## config.mk

```make
export PLATFORM = sky130hd
export DESIGN_NAME = conversor_bcd_seq
export DESIGN_NICKNAME = d
export VERILOG_FILES = /design/src/rtl/conversor_pkg.sv /design/src/rtl/soma3.sv /design/src/rtl/conversor_bcd_seq.sv
export SDC_FILE = /design/constraint.sdc
export NUM_CORES = 1
export LEC_CHECK = 0
export ABC_AREA = 0
export BUFFER_PORTS_ARGS = -buffer_cell sky130_fd_sc_hd__buf_2
export CAP_MARGIN = 20
export CORE_MARGIN = 2
export CORE_UTILIZATION = 60
export DETAILED_ROUTE_END_ITERATION = 8
export PLACE_DENSITY = 0.84
export SYNTH_ARGS = -nofsm -noshare
export SYNTH_HDL_FRONTEND = slang
export SYNTH_HIERARCHICAL = 1
export SYNTH_SLANG_ARGS = --single-unit
```

## constraint.sdc

```tcl
create_clock -name clock -period 2.9 [get_ports clock]
set_input_delay 0.58 -clock clock [delete_from_list [all_inputs] [get_ports clock]]
set_output_delay 0.58 -clock clock [all_outputs]
set_load 0.05 [all_outputs]
```

## src/rtl/conversor_pkg.sv

```systemverilog
// rtl/conversor_pkg.sv - shared types and constants for the sequential BCD converter
package conversor_pkg;

  typedef enum logic [1:0] {
    OCIOSO   = 2'd0,
    CONVERTE = 2'd1,
    FIM      = 2'd2
  } estado_t;

  localparam int LARGURA_PADRAO = 32;
  localparam int NUM_DIGITOS    = 4;

endpackage

```

## src/rtl/soma3.sv

```systemverilog
// rtl/soma3.sv - double-dabble nibble correction: add 3 when the digit is 5 or more
module soma3 (
  input  logic [3:0] nibble,
  output logic [3:0] corrigido
);

  assign corrigido = (nibble >= 4'd5) ? nibble + 4'd3 : nibble;

endmodule

```

## src/rtl/conversor_bcd_seq.sv

```systemverilog
// rtl/conversor_bcd_seq.sv - sequential binary to 4-digit BCD converter (shift-and-add-3)
module conversor_bcd_seq
  import conversor_pkg::*;
#(
  parameter int LARGURA = LARGURA_PADRAO
) (
  input  logic               clock,
  input  logic               reset,
  input  logic               iniciar,
  input  logic [LARGURA-1:0] entrada,
  output logic               ocupado,
  output logic               pronto,
  output logic [3:0]         saida1,
  output logic [3:0]         saida2,
  output logic [3:0]         saida3,
  output logic [3:0]         saida4
);

  localparam int CW = $clog2(LARGURA + 1);

  estado_t            estado;
  logic [LARGURA-1:0] bin;
  logic [15:0]        bcd;
  logic [15:0]        bcd_corr;
  logic [15:0]        res;
  logic [CW-1:0]      cont;
  logic [LARGURA+15:0] desloc;

  for (genvar g = 0; g < NUM_DIGITOS; g++) begin : g_soma3
    soma3 u_soma3 (
      .nibble    (bcd[4*g +: 4]),
      .corrigido (bcd_corr[4*g +: 4])
    );
  end

  // Shifting the combined word keeps LARGURA=1 legal; bcd[15] falls off the top.
  assign desloc = {bcd_corr, bin} << 1;

  always_ff @(posedge clock) begin
    if (reset) begin
      estado  <= OCIOSO;
      bin     <= '0;
      bcd     <= '0;
      cont    <= '0;
      res     <= '0;
      ocupado <= 1'b0;
      pronto  <= 1'b0;
    end else begin
      pronto <= 1'b0;
      case (estado)
        OCIOSO: begin
          if (iniciar) begin
            bin     <= entrada;
            bcd     <= '0;
            cont    <= CW'(LARGURA);
            ocupado <= 1'b1;
            estado  <= CONVERTE;
          end
        end
        CONVERTE: begin
          bcd  <= desloc[LARGURA +: 16];
          bin  <= desloc[LARGURA-1:0];
          cont <= cont - 1'b1;
          if (cont == CW'(1)) estado <= FIM;
        end
        FIM: begin
          res     <= bcd;
          pronto  <= 1'b1;
          ocupado <= 1'b0;
          estado  <= OCIOSO;
        end
        default: begin
          ocupado <= 1'b0;
          estado  <= OCIOSO;
        end
      endcase
    end
  end

  assign saida1 = res[3:0];
  assign saida2 = res[7:4];
  assign saida3 = res[11:8];
  assign saida4 = res[15:12];

endmodule
```

==> results of run 1 <==
==> layout make-up <==
cell class,count,area (sq um)
multi-input cells,250,1709
fillers,444,1693
clock inverters,2,37.54
repair buffers,58,305.3
inverters,11,41.29
well taps,72,90.09
clock buffers,13,148.9
flip-flops and latches,74,1481
==> where the power goes <==
group	switching, mW	internal (mW)	total, mW
combinational	0.185	0.156	0.340
clock	0.352	0.418	0.770
sequential	0.0532	1.09	1.14
==> per-stage QoR <==
step,hold WS [ps],worst slack [ps]
final,446.5,982.9
after global placement,434.1,1039
after CTS,454.1,972.2
after global routing,471.1,843.9
after floorplan,444.6,1491
after detailed placement,439.4,967.9
==> routing by layer <==
metal	global-route usage	vias up	wire length (um)	part of all wire
met5	0	-	0	0
met3	0.04864	13	231	0.037
met1	0.2550	1205	2822	0.45
met4	0.1138	0	137	0.022
li1	-	1348	-	-
met2	0.3737	49	3117	0.49
==> state kept, by name (all words and copies together) (netlist names) <==
name,cells
bin,32
bcd,16
res,16
cont,6
estado,2
ocupado,1
pronto,1
==> path summary, 6_finish.rpt <==
path	from	cells after the start	end
worst max-delay path	estado[1]	4	bin[22]
worst max register to register	estado[1]	4	bin[22]
worst min register to register	ocupado	1	ocupado
worst min-delay path	ocupado	1	ocupado
==> placed cells by master, fill, tap and decap left out, types with 4 or more instances in the layout <==
cell / count
dfxtp_1: 74
buf_2: 52
nand2_1: 47
nor2_1: 37
mux2i_1: 32
a21oi_1: 20
a211oi_1: 18
a22o_1: 17
inv_1: 11
a211oi_2: 10
nand2b_1: 10
ha_1: 10
clkbuf_8: 10
buf_4: 6
o21ai_0: 5
nor3_1: 4
a21oi_2: 4
xnor2_1: 4
==> run summary, run 1 <==
Syn Inst Count = 361
DIE WIDTH = 79.38 um
WL/cell = 13.14 um
Delay-heaviest family, CP = simple AND/OR/NAND/NOR gates
Drc violations = 0
Pin count of the biggest net entering global routing = 60
Crit-path max cell delay = 630 ps
Worst EP required = 3100 ps
R2r setup slk = 980 ps
Clock transition at path regs = 70 ps
Initial drt markers = 75
CTS tree = built
Vias in the first global route = 2521
Vias = 2615
Placeable Area = 5507 sq um
First-pass GRT wire length = 10840 um
Antenna violations before repair = 0
Clock Tree Root = clkbuf_8
Avg Cell Area, Syn = 9.445 sq um
Sum Neg Setup Slack = 0 ps
H-tree levels = 3
WP buf/inv = 1
PortBufs = 52
Gr usage total = 0.2183
Maximum vdd drop = 0.0003887 V
Number of buffers created by CTS = 9
Starting Density = 0.6192
Power Total = 2.253 mW
WS Path Type = reg2reg
Pre-Repair DR Iteration Count = 4
PD cells = 590.7 nW/um^2
Minimum clock period = 1917 ps
Max Clock Skew = 10.26 ps
RD Place Congestion = 0.8432
Worst setup EP type = flip-flop
Hold_buf cts = 0
Ant diodes = 0
WP data arrival = 2120 ps
LEAKAGE = 1.721 nW
Mapped cell area = 3410 sq um
I/O pin cnt = 53
RSZ-0062 raised after global routing = false
Non-Filler Instances = 480
Final WL = 6309 um
Final period utilization = 0.6611
Fin. max-slew vios = 0
Area Growth Syn to Fin = 11.85%
Clock buffer depth = 2
Post-DR vias/cell = 5.448
Grt ovf = 0
Final non-filler cell area = 3814 sq um
Syn nets = 406
Area after DPL = 3627 sq um
Clock network latency to the later pin of the worst-skew pair = 340 ps
Critical path startpoint category = flip-flop
MaxCap Viol Count = 0
Die area = 6301 sq um
Util after Layout = 0.6926
Clk sink count = 74
Max transition margin = 0.5632
Floorplan row count = 27
Final hold vios = 0
Synth Warn # = 6
CP max-delay cell = nand2b_2
DIE HEIGHT = 79.38 um
Max Fclk = 521.6 MHz
CP max FO = 22
Status = finished, final reports clean
Share of post-route cells with drive strength above 1 = 0.2279
Inst Count DP = 465
Sequence of cells on the critical path = nand2b_2, buf_4, mux2i_1, a211oi_2
Post-CTS Setup Inserts = 0
Antenna Nets Post-Route = 0
DP HPWL = 4360 um
Nets = 449
Setup violators final = 0
Pin slew with the least headroom to its limit = 655.3 ps
Type of the most critical hold path = reg2reg
Post-cts sizing count = 0
Note: power is estimated with default switching activity, not from simulation.
==> run 2: changes to the inputs <==
ABC_AREA = 1   (was 0)
CORE_UTILIZATION = 56   (was 60)
PLACE_DENSITY = 0.79   (was 0.84)
clock period = 1.8 ns   (was 2.9 ns; I/O delays follow)
==> run 2 against run 1 <==
Cell area rose by 4.3%; non-clock buffer count rose by 6; core utilization fell by 1.7 points; sequential cell count did not move; global-route usage rose by 1.3 points; combinational power rose by 76%; largest cell class unchanged.
==> run summary, run 2 <==
RSZ-0062 raised after global routing = false (unchanged)
CP max FO = 5 (was 22)
Worst EP required = 2040 ps (was 3100 ps)
Pin slew with the least headroom to its limit = 339.7 ps (was 655.3 ps)
Max Clock Skew = 5.705 ps (was 10.26 ps)
Placeable Area = 5886 sq um (was 5507 sq um)
Met2 Track Usage GR = 0.4024 (was 0.3737)
RD Place Congestion = 0.9468 (was 0.8432)
Syn Inst Count = 446 (was 361)
Syn nets = 491 (was 406)
Mapped cell area = 3401 sq um (was 3410 sq um)
Most Used Layer, Global Route = met2 (unchanged)
Area after DPL = 3712 sq um (was 3627 sq um)
I/O pin cnt = 53 (unchanged)
Gr usage total = 0.2317 (was 0.2183)
Hold slack = 259.7 ps (was 446.5 ps)
Pre-CTS setup slack = 354.8 ps (was 967.9 ps)
Met1 GRT Util = 0.2637 (was 0.2550)
Multi-input gate area = 1650 sq um (was 1709 sq um)
Critical path startpoint category = flip-flop (unchanged)
Clk sink count = 74 (unchanged)
Area Growth Syn to Fin = 17.00% (was 11.85%)
Max Fclk = 664.2 MHz (was 521.6 MHz)
Floorplan row count = 28 (was 27)
Top reg by flops = bin (unchanged)
Die area = 6713 sq um (was 6301 sq um)
LEAKAGE = 1.761 nW (was 1.721 nW)
Power Total = 4.141 mW (was 2.253 mW)
Pre-Repair DR Iteration Count = 4 (unchanged)
Worst setup EP type = flip-flop (unchanged)
Largest registers = bin x32, bcd x16, res x16 (unchanged)
Setup violators final = 0 (unchanged)
PD cells = 1041 nW/um^2 (was 590.7 nW/um^2)
Sum Neg Setup Slack = 0 ps (unchanged)
PortBufs = 52 (unchanged)
Initial drt markers = 150 (was 75)
Synth Warn # = 6 (unchanged)
Max reg flops = 32 (unchanged)
Clock network latency to the later pin of the worst-skew pair = 350 ps (was 340 ps)
Final non-filler cell area = 3979 sq um (was 3814 sq um)
Minimum clock period = 1506 ps (was 1917 ps)
Starting Density = 0.5778 (was 0.6192)
Antenna violations before repair = 0 (unchanged)
Commonest non-fill, non-tap cell in the layout = nand2_1 (was dfxtp_1)
Status = finished, final reports clean (unchanged)
Most frequent cells in the layout = 92 x nand2_1, 74 x dfxtp_1, 66 x nor2_1 (was 74 x dfxtp_1, 52 x buf_2, 47 x nand2_1)
Inst Count DP = 559 (was 465)
Maximum vdd drop = 0.0005968 V (was 0.0003887 V)
Fin. max-slew vios = 0 (unchanged)
WP data arrival = 1740 ps (was 2120 ps)
Drc violations = 0 (unchanged)
Vias = 3096 (was 2615)
GR Util met3 = 0.04176 (was 0.04864)
MaxCap Viol Count = 0 (unchanged)
Post-DR vias/cell = 5.384 (was 5.448)
Setup WS post-layout = 294.4 ps (was 982.9 ps)
Number of buffers created by CTS = 9 (unchanged)
Post-cts sizing count = 0 (unchanged)
Clock buffer depth = 2 (unchanged)
Non-Filler Instances = 575 (was 480)
Max transition margin = 0.7735 (was 0.5632)
WL/cell = 12.66 um (was 13.14 um)
Final period utilization = 0.8364 (was 0.6611)
DIE HEIGHT = 81.93 um (was 79.38 um)
Avg Cell Area, Syn = 7.625 sq um (was 9.445 sq um)
DP HPWL = 4747 um (was 4360 um)
Util after Layout = 0.6760 (was 0.6926)
Ant diodes = 0 (unchanged)
Antenna Nets Post-Route = 0 (unchanged)
Share of post-route cells with drive strength above 1 = 0.2140 (was 0.2279)
Pin count of the biggest net entering global routing = 57 (was 60)
H-tree levels = 3 (unchanged)
DIE WIDTH = 81.93 um (was 79.38 um)
Fillers = 508 (was 444)
Final WL = 7277 um (was 6309 um)
Post-CTS Setup Inserts = 0 (unchanged)
FF+latch area = 1481 sq um (unchanged)
Grt ovf = 0 (unchanged)
Clock transition at path regs = 80 ps (was 70 ps)
Hold_buf cts = 0 (unchanged)
WS Path Type = reg2reg (unchanged)
First-pass GRT wire length = 11990 um (was 10840 um)
Final hold vios = 0 (unchanged)
Vias in the first global route = 2809 (was 2521)
Clock Tree Root = clkbuf_8 (unchanged)
Type of the most critical hold path = in2reg (was reg2reg)
Nets = 540 (was 449)
CTS tree = built (unchanged)
-- run 2: cell count changes in the layout (fill, tap and decap cells not counted), sizes merged, moves of 11 or more --
cell	previous run	this run
a22oi	0	17
a31oi	0	28
a21oi	24	7
a22o	17	0
mux2i	32	0
a211oi	28	0
inv	11	28
nand2	47	98
o21ai	8	57
nand2b	11	0
nor2	39	75
nand3	0	17
-- run 2: per-layer routing --
metal,part of all wire,up-vias
met1,0.44,1413
met3,0.050,17
met5,0,-
met2,0.49,83
met4,0.023,0
li1,-,1583
-- run 2: cell type report --
type / count / area share
Multi-Input combinational cell: 317 / 0.4148
Sequential cell: 74 / 0.3723
Timing Repair Buffer: 64 / 0.09434
Clock buffer: 11 / 0.03553
Clock inverter: 5 / 0.03145
Inverter: 29 / 0.02799
Tap cell: 75 / 0.02358
-- run 2: worst paths after layout --
path,startpoint,endpoint,slack (ps),cells after the start
setup reg to reg,bcd[9],bcd[9],290,8
hold / removal,entrada[2],bin[2],260,3
setup / recovery,bcd[9],bcd[9],290,8
hold reg to reg,ocupado,ocupado,470,2
-- run 2: critical path: stages (launching register included) --
cell     delay, ps
dfxtp_1        420
inv_1          110
ha_1           200
nand2_1         80
nand2_2         70
o21ai_0        200
nand2_1         90
a22oi_1        170
nor2_1          60
-- run 2: power breakdown --
part	switching, mW	total [mW]	internal [mW]	leakage (nW)
Combinational	0.386	0.600	0.214	1.02
Clock	0.607	1.70	1.10	0.134
Sequential	0.0710	1.84	1.77	0.606
Total	1.06	4.14	3.08	1.76
